--- src/rtl/uart_sched_pkg.sv ---
// Shared constants for the UART transmit scheduler: FSM encoding and default ack timeout.
package uart_sched_pkg;
    localparam logic [1:0] S_ARB  = 2'd0;
    localparam logic [1:0] S_SEND = 2'd1;
    localparam logic [1:0] S_ACK  = 2'd2;
    localparam logic [1:0] S_DONE = 2'd3;

    localparam int DEF_ACK_TIMEOUT = 16;
endpackage

--- src/rtl/rr_arbiter_n.sv ---
// Combinational round-robin selector with packet lock; returns a one-hot grant and its index.
module rr_arbiter_n #(
    parameter int N = 4
) (
    input  logic [N-1:0] req_i,
    input  logic [2:0]   ptr_i,
    input  logic         lock_i,
    input  logic [2:0]   lock_idx_i,
    output logic [N-1:0] grant_o,
    output logic [2:0]   idx_o,
    output logic         valid_o
);
    always_comb begin
        grant_o = '0;
        idx_o   = '0;
        valid_o = 1'b0;
        if (lock_i) begin
            for (int i = 0; i < N; i++) begin
                if (lock_idx_i == 3'(i) && req_i[i]) begin
                    grant_o[i] = 1'b1;
                    idx_o      = 3'(i);
                    valid_o    = 1'b1;
                end
            end
        end else begin
            // Wrapped requests below the pointer first; a hit at/above the pointer overrides.
            for (int i = N - 1; i >= 0; i--) begin
                if (req_i[i] && 3'(i) < ptr_i) begin
                    grant_o    = '0;
                    grant_o[i] = 1'b1;
                    idx_o      = 3'(i);
                    valid_o    = 1'b1;
                end
            end
            for (int i = N - 1; i >= 0; i--) begin
                if (req_i[i] && 3'(i) >= ptr_i) begin
                    grant_o    = '0;
                    grant_o[i] = 1'b1;
                    idx_o      = 3'(i);
                    valid_o    = 1'b1;
                end
            end
        end
    end
endmodule

--- src/rtl/uart_tx_scheduler.sv ---
// Shares one uart_send transmitter among N_REQ byte requesters with round-robin and packet lock.
// Handshake: a byte moves when REQ_VALID[i] and REQ_READY[i] are both high on a rising CLK edge.
module uart_tx_scheduler
    import uart_sched_pkg::*;
#(
    parameter int N_REQ       = 4,
    parameter int ACK_TIMEOUT = DEF_ACK_TIMEOUT
) (
    input  logic                 CLK,
    input  logic                 RST,
    input  logic [8*N_REQ-1:0]   REQ_DATA,
    input  logic [N_REQ-1:0]     REQ_VALID,
    input  logic [N_REQ-1:0]     REQ_LAST,
    output logic [N_REQ-1:0]     REQ_READY,
    output logic [7:0]           UART_DATA,
    output logic                 UART_DATA_READY,
    input  logic                 UART_IDLE,
    output logic [N_REQ-1:0]     GRANT,
    output logic                 BUSY,
    output logic                 TIMEOUT_ERR,
    input  logic                 ERR_CLR,
    output logic [1:0]           DBG_STATE
);
    localparam int TW = (ACK_TIMEOUT > 1) ? $clog2(ACK_TIMEOUT) : 1;
    localparam logic [TW-1:0] T_LAST = TW'(ACK_TIMEOUT - 1);

    logic [1:0]       state_q, state_d;
    logic [7:0]       data_q, data_d;
    logic [N_REQ-1:0] grant_q, grant_d;
    logic             lock_q, lock_d;
    logic [2:0]       ptr_q, ptr_d;
    logic [2:0]       owner_q, owner_d;
    logic [TW-1:0]    timer_q, timer_d;
    logic             err_q, err_d;

    logic [N_REQ-1:0] arb_grant;
    logic [2:0]       arb_idx;
    logic             arb_valid;
    logic             transfer;
    logic [7:0]       sel_data;
    logic             sel_last;
    logic             err_set;

    rr_arbiter_n #(.N(N_REQ)) u_arb (
        .req_i      (REQ_VALID),
        .ptr_i      (ptr_q),
        .lock_i     (lock_q),
        .lock_idx_i (owner_q),
        .grant_o    (arb_grant),
        .idx_o      (arb_idx),
        .valid_o    (arb_valid)
    );

    assign transfer = RST && (state_q == S_ARB) && UART_IDLE && arb_valid;
    assign sel_last = |(REQ_LAST & arb_grant);

    always_comb begin
        sel_data = 8'h00;
        for (int i = 0; i < N_REQ; i++) begin
            if (arb_grant[i]) sel_data = REQ_DATA[8*i +: 8];
        end
    end

    always_comb begin
        state_d = state_q;
        data_d  = data_q;
        grant_d = grant_q;
        lock_d  = lock_q;
        ptr_d   = ptr_q;
        owner_d = owner_q;
        timer_d = timer_q;
        err_set = 1'b0;
        case (state_q)
            S_ARB: begin
                if (transfer) begin
                    data_d  = sel_data;
                    grant_d = arb_grant;
                    owner_d = arb_idx;
                    state_d = S_SEND;
                    lock_d  = !sel_last;
                    if (sel_last) ptr_d = (arb_idx == 3'(N_REQ - 1)) ? 3'd0 : arb_idx + 3'd1;
                end
            end
            S_SEND: begin
                timer_d = '0;
                state_d = S_ACK;
            end
            S_ACK: begin
                if (!UART_IDLE) begin
                    state_d = S_DONE;
                end else if (timer_q == T_LAST) begin
                    // uart_send never acknowledged: drop the byte, keep the lock as it was.
                    err_set = 1'b1;
                    state_d = S_ARB;
                    if (!lock_q) grant_d = '0;
                end else begin
                    timer_d = timer_q + 1'b1;
                end
            end
            default: begin
                if (UART_IDLE) begin
                    state_d = S_ARB;
                    if (!lock_q) grant_d = '0;
                end
            end
        endcase
        err_d = err_q;
        if (ERR_CLR) err_d = 1'b0;
        if (err_set) err_d = 1'b1;
    end

    always_ff @(posedge CLK) begin
        if (!RST) begin
            state_q <= S_ARB;
            data_q  <= 8'h00;
            grant_q <= '0;
            lock_q  <= 1'b0;
            ptr_q   <= 3'd0;
            owner_q <= 3'd0;
            timer_q <= '0;
            err_q   <= 1'b0;
        end else begin
            state_q <= state_d;
            data_q  <= data_d;
            grant_q <= grant_d;
            lock_q  <= lock_d;
            ptr_q   <= ptr_d;
            owner_q <= owner_d;
            timer_q <= timer_d;
            err_q   <= err_d;
        end
    end

    assign REQ_READY       = transfer ? arb_grant : '0;
    assign UART_DATA       = data_q;
    assign UART_DATA_READY = RST && (state_q == S_SEND);
    assign GRANT           = grant_q;
    assign BUSY            = (state_q != S_ARB);
    assign TIMEOUT_ERR     = err_q;
    assign DBG_STATE       = state_q;
endmodule

--- config.mk ---
export PLATFORM = sky130hd
export DESIGN_NAME = uart_tx_scheduler
export DESIGN_NICKNAME = d
export VERILOG_FILES = /design/src/rtl/uart_sched_pkg.sv /design/src/rtl/rr_arbiter_n.sv /design/src/rtl/uart_tx_scheduler.sv
export SDC_FILE = /design/constraint.sdc
export NUM_CORES = 1
export LEC_CHECK = 0
export ABC_AREA = 1
export ABC_CLOCK_PERIOD_IN_PS = 1900
export BUFFER_PORTS_ARGS = -buffer_cell sky130_fd_sc_hd__clkbuf_2
export CORE_ASPECT_RATIO = 0.5
export CORE_MARGIN = 3
export CORE_UTILIZATION = 46
export DETAILED_ROUTE_END_ITERATION = 7
export PLACE_DENSITY = 0.87
export SLEW_MARGIN = 20
export SYNTH_ARGS = -nofsm -noshare
export SYNTH_HDL_FRONTEND = slang
export SYNTH_SLANG_ARGS = --single-unit
--- constraint.sdc ---
create_clock -name CLK -period 1.9 [get_ports CLK]
set_input_delay 0.285 -clock CLK [delete_from_list [all_inputs] [get_ports CLK]]
set_output_delay 0.285 -clock CLK [all_outputs]
set_load 0.01 [all_outputs]
-- After elaboration in Yosys (flattened, before gate mapping)
Index checks and enable logic that the tools add are counted.
W data, S select, Z words.
- reductions and logical operators: 30
- add/subtract/negate cells: 2
- order comparisons: 8
- $mul: 0
- bitwise gates (word level): 2
- shift-type cells: 0
- eq/ne operators: 12
- multiplexer cells: 62
- divide/modulo/power cells: 0
- operators by type and width (cell ; number):
    $mux W4 ; 17
    $mux W8 ; 4
    $mux W2 ; 14
    $mux W1 ; 22
    $logic_and A1 B1 Y1 ; 16
    $pmux W4 S3 ; 1
    $eq A3 B2 Y1 const B ; 3
    $reduce_and A3 Y1 ; 3
    $ne A2 B2 Y1 const B ; 4
    $pmux W4 S2 ; 1
    $reduce_bool A2 Y1 ; 4
    $ge A1 B3 Y1 const A ; 2
    $ge A2 B3 Y1 const A ; 2
    $lt A1 B3 Y1 const A ; 2
    $lt A2 B3 Y1 const A ; 2
    $mux W3 ; 2
    $pmux W2 S3 ; 1
    $reduce_and A5 Y1 ; 1
    $add A4 B1 Y4 const B ; 1
    $and A4 B4 Y4 ; 1
    $eq A4 B4 Y1 const B ; 1
    $reduce_bool A4 Y1 ; 1
    $reduce_or A4 Y1 ; 1
    $add A3 B1 Y3 const B ; 1
    other kinds (9) ; 9
- RAM bits: 0
- output and inout bits: 21
- register bits: 26
- latch bits: 0
- memories: 0
- bits of input ports: 44
- ROM bits: 0

-- Logic depth before layout (Yosys ltp)
- depth in word-level cells: 15
- depth in mapped cells: 12
- depth with buffers taken out: 12

-- By module
Synthesis repeated with hierarchy kept, for this count alone.
- cell total of the unflattened synthesis: 308
- area total of the unflattened synthesis: 1866.8 um2
- modules (own cells, without submodules) (module ; seq. area each (um2) ; area an instance (um2) ; instances ; cells each):
    uart_tx_scheduler ; 520.5 ; 1497.7 ; 1 ; 231
    rr_arbiter_n ; 0.0 ; 369.1 ; 1 ; 77

-- Least setup slack after synthesis
OpenSTA, ideal clock, no wires.
- path type: register -> output
- from: reg state_q[1], in the netlist DBG_STATE[1]
- to: out REQ_READY[2]
- cell stages (with the launch flop): 8
- path buffers: 1
- arrival time: 1.609 ns
- setup slack: 0.006 ns
- required time: 1.615 ns
- cells stage by stage: dfxtp_1 > inv_1 > ha_1 > inv_2 > nor3_4 > nand3_4 > buf_8 > nor2_1
- longest elaborated chain between the ends: 5
- ends and longest elaborated chain (element ; RTL line ; text):
    from (decl) ; uart_tx_scheduler.sv:27 ; logic [1:0] state_q, state_d;
    from (signal assigned) ; uart_tx_scheduler.sv:123 ; state_q <= state_d;
    $logic_not A2 Y1 ; uart_tx_scheduler.sv:54 ; assign transfer = RST && (state_q == S_ARB) && UART_IDLE && arb_valid;
    $logic_and A1 B1 Y1 (3 in series) ; uart_tx_scheduler.sv:54 ;
    $mux W4 ; uart_tx_scheduler.sv:134 ; assign REQ_READY = transfer ? arb_grant : '0;
    to (decl) ; uart_tx_scheduler.sv:14 ; output logic [N_REQ-1:0] REQ_READY,
Every way passes these cells.

-- Worst setup path in the final report
- from: reg state_q[0], in the netlist DBG_STATE[0]
- to: reg ptr_q[0]
- longest elaborated chain between the ends: 5
- ends and longest elaborated chain (element ; RTL line ; text):
    $logic_not A2 Y1 * ; uart_tx_scheduler.sv:54, uart_tx_scheduler.sv:73 ;
    $logic_and A1 B1 Y1 (3 in series) ; uart_tx_scheduler.sv:54 ;
    $reduce_and A3 Y1 (no source line) * ; - ;
    to (signal assigned) ; uart_tx_scheduler.sv:127 ; ptr_q <= ptr_d;
    to (decl) ; uart_tx_scheduler.sv:31 ; logic [2:0] ptr_q, ptr_d;
Mark *: on every way between the ends. The rest lies on a longest branch, timed or not.
A chain may end at the register's enable or synchronous reset.

==> reports/metrics.yaml <==
clock_network:
  clock-sinks: 24
  cts.htree.levels: 1
  numCtsBuffers: 3
  ctsLongestPathBuffers: 2
  ctsHoldBuffers: 0
  cts.clk_slew.worst_paths_ns: 0.09
  cts_tree: "built"
  worstSkewPairLatency_ns: 0.28
  cts-root-buf: "clkbuf_8"
synth:
  yosysWarnings: 0
  synth_cells: 263
  yosys-top-cells-count: "nand2_1 (63), nand3_1 (32), nor2_1 (28)"
  synth_async_sr_flop_share: 0
  ys_ff_latch: 24
  ys_seq_area_frac: 0.273
  yosysTopAreaCellShare: 0.273
  synth_area_sq_um: 1760
  ys.flop_type: "dfxtp_1"
  syn_nets: 313
  avgSynthCellArea_sq_um: 6.69
  yosysMostFrequentCell: "nand2_1"
  yosys.area.top_type: "dfxtp_1"
  ys_types: 33
  synth_area_leaders: "dfxtp_1 (27%), nand2_1 (13%), nand3_1 (9.1%)"
  synth_edf_count: 0
final_layout:
  syn_to_final_growth_pct: 37.0
  finalInstanceArea_sq_um: 2410
  nets: 398
  antenna_cells: 0
  utilization: 0.680
  drive_above_1_share: 0.395
power:
  combPwrFrac: 0.589
  powerDensity_nw_per_um2: 1070
  switching_share: 0.454
  p_seq_frac: 0.273
  ir_drop_mv: 0.468
  switching_power_mw: 1.17
  p_leak_nw: 1.19
  cellInternalPower_mw: 1.41
  pwr-share-clk: 0.138
route:
  avgViaCountPerCell: 5.57
  drc: 0
  vias: 2216
  drt-total-wl_microns: 5970
  wire_per_inst_microns: 15.0
  drt_iter0_drc: 182
  detail-route-antenna-nets: 0
  first_pass_iters: 5
placement:
  dp_hpwl_microns: 4030
  gp_congestion: 0.932
  place_area_sq_um: 2170
  io_buffers: 64
timing:
  drv_slew: 0
  setup_slack_ns: -0.0730
  worst_slew_pin_slew_ns: 0.392
  holdWs_ns: 0.261
  hold_viol: 0
  fin_crit_sh: 1.04
  fmax_mhz: 507
  skew_ns: 0.00676
  setup_viol: 3
  relSlewSlack: 0.736
  period_minus_slack_ns: 1.97
floorplan:
  coreArea_sq_um: 3550
  dieArea_sq_um: 4650
  pin_count: 65
  num_rows: 15
  initial_core_util: 0.496
  die_w_microns: 93.5
  fp.dieH_microns: 49.7
hold_path:
  whs_path_depth: 4
  hp-class: "primary input to flip-flop"
run:
  cap_violations: 0
setup_path:
  cp.depth: 11
  critPathMaxFanout: 8
  reg2reg_depth: 11
  path_buf_inv: 4
  required_ns: 2.09
  critPathMaxStageDelay_ns: 0.33
  critPathTopFamily: "simple AND/OR/NAND/NOR gates"
  crit_type: "flip-flop to flip-flop"
  crit_arrival_ns: 2.17
  cp_cell_sequence: "inv_2 > ha_4 > inv_2 > nor3_4 > buf_4 > inv_1 > nor2_1 > nand2_1 > nand2_1 > nor2_1 > nor2_1"
  crit_path_end_kind: "flip-flop"
  cp_slowest_cell: "dfxtp_1"
  cp_common_cell: "nor2_1"
  start_kind: "flip-flop"
grt:
  grt_pass1_vias: 1887
  antenna_found_initial: 0
  grt_max_degree: 14
  grt_pass1_wl_microns: 8220
  grt_usage: 0.222
  overflow: 0
run_status:
  status: "finished with violations"
  violations: "setup timing"
[cells in the final DEF (no fill, tap or decap), drive strengths merged]
| cell type | instances |
|---|---|
| nand2 | 74 |
| clkbuf | 68 |
| nand3 | 36 |
| nor2 | 31 |
| inv | 29 |
| dfxtp | 24 |
| a21oi | 22 |
| buf | 20 |
| o21ai | 19 |
| a21boi | 8 |
| ha | 6 |
| or2 | 2 |
| nand4 | 2 |
| nor3 | 2 |
| a31oi | 1 |
| and2 | 1 |
| xor2 | 1 |
| a211oi | 1 |
[layer usage]
layer,part of all wire,vias up,track usage
met5,0,-,0
met4,0.036,0,0.0852
met3,0.081,39,0.0366
met2,0.48,151,0.369
met1,0.40,995,0.289
li1,-,1031,-
[stage by stage]
step                      TNS, ns  worst slack, ns  instances  total power, mW
after floorplan                 0          0.00556        263             1.58
after global placement          0           0.0812        382             1.92
after detailed placement        0           0.0638        382             1.97
after CTS                       0           0.0186        390             2.36
after global routing       -0.543           -0.168        398             2.75
final                      -0.145          -0.0730        398             2.58
[kinds of logic (layout without fill, tap and decap cells)]
kind of cell | after synthesis | in the layout | share of synthesized area
flip-flops | 24 | 24 | 0.273
buffers and inverters | 33 | 117 | 0.0846
AND/OR/NAND/NOR | 148 | 148 | 0.411
XOR/XNOR | 1 | 1 | 0.00498
AO/OA/AOI/OAI | 51 | 51 | 0.184
adder cells (fa/ha/maj) | 6 | 6 | 0.0426
[flip-flops by register name, indices dropped and copies added, names as in the netlist]
register and flops:
lock_q 1, GRANT 4, DBG_STATE 2, owner_q 2
UART_DATA 8, ptr_q 2, TIMEOUT_ERR 1, timer_q 4
[final cells by class]
| cell class | count | area (sq um) |
|---|---|---|
| fill | 272 | 1130 |
| inverter | 29 | 114 |
| timing repair buffer | 84 | 470 |
| tap | 51 | 63.8 |
| clock buffer | 4 | 55.1 |
| multi-input combinational | 206 | 1220 |
| sequential | 24 | 490 |
[power groups by stage]
stage	Combinational, mW	Sequential, mW	Clock [mW]
after floorplan	0.855	0.723	0
final	1.52	0.703	0.356
after global placement	1.24	0.686	0
after global routing	1.66	0.713	0.380
after CTS	1.32	0.682	0.363
after detailed placement	1.28	0.690	0
[worst paths after layout]
kind | slack (ns) | startpoint | end
min | 0.26 | ERR_CLR | TIMEOUT_ERR
min reg2reg | 0.48 | TIMEOUT_ERR | TIMEOUT_ERR
max | -0.07 | DBG_STATE[0] | ptr_q[0]
max reg2reg | -0.07 | DBG_STATE[0] | ptr_q[0]
[timing repair]
item	in CTS	in global routing
pin swaps	2	7
endpoints found under the setup margin	4	8
buffers inserted	4	8
gates resized for setup	6	27
[tightest hold or removal path, cell delays in order]
cell	delay, ns
clkbuf_2	0.08
inv_1	0.03
nand2_1	0.04
a21oi_1	0.06
Note: power is estimated with default switching activity, not from simulation.
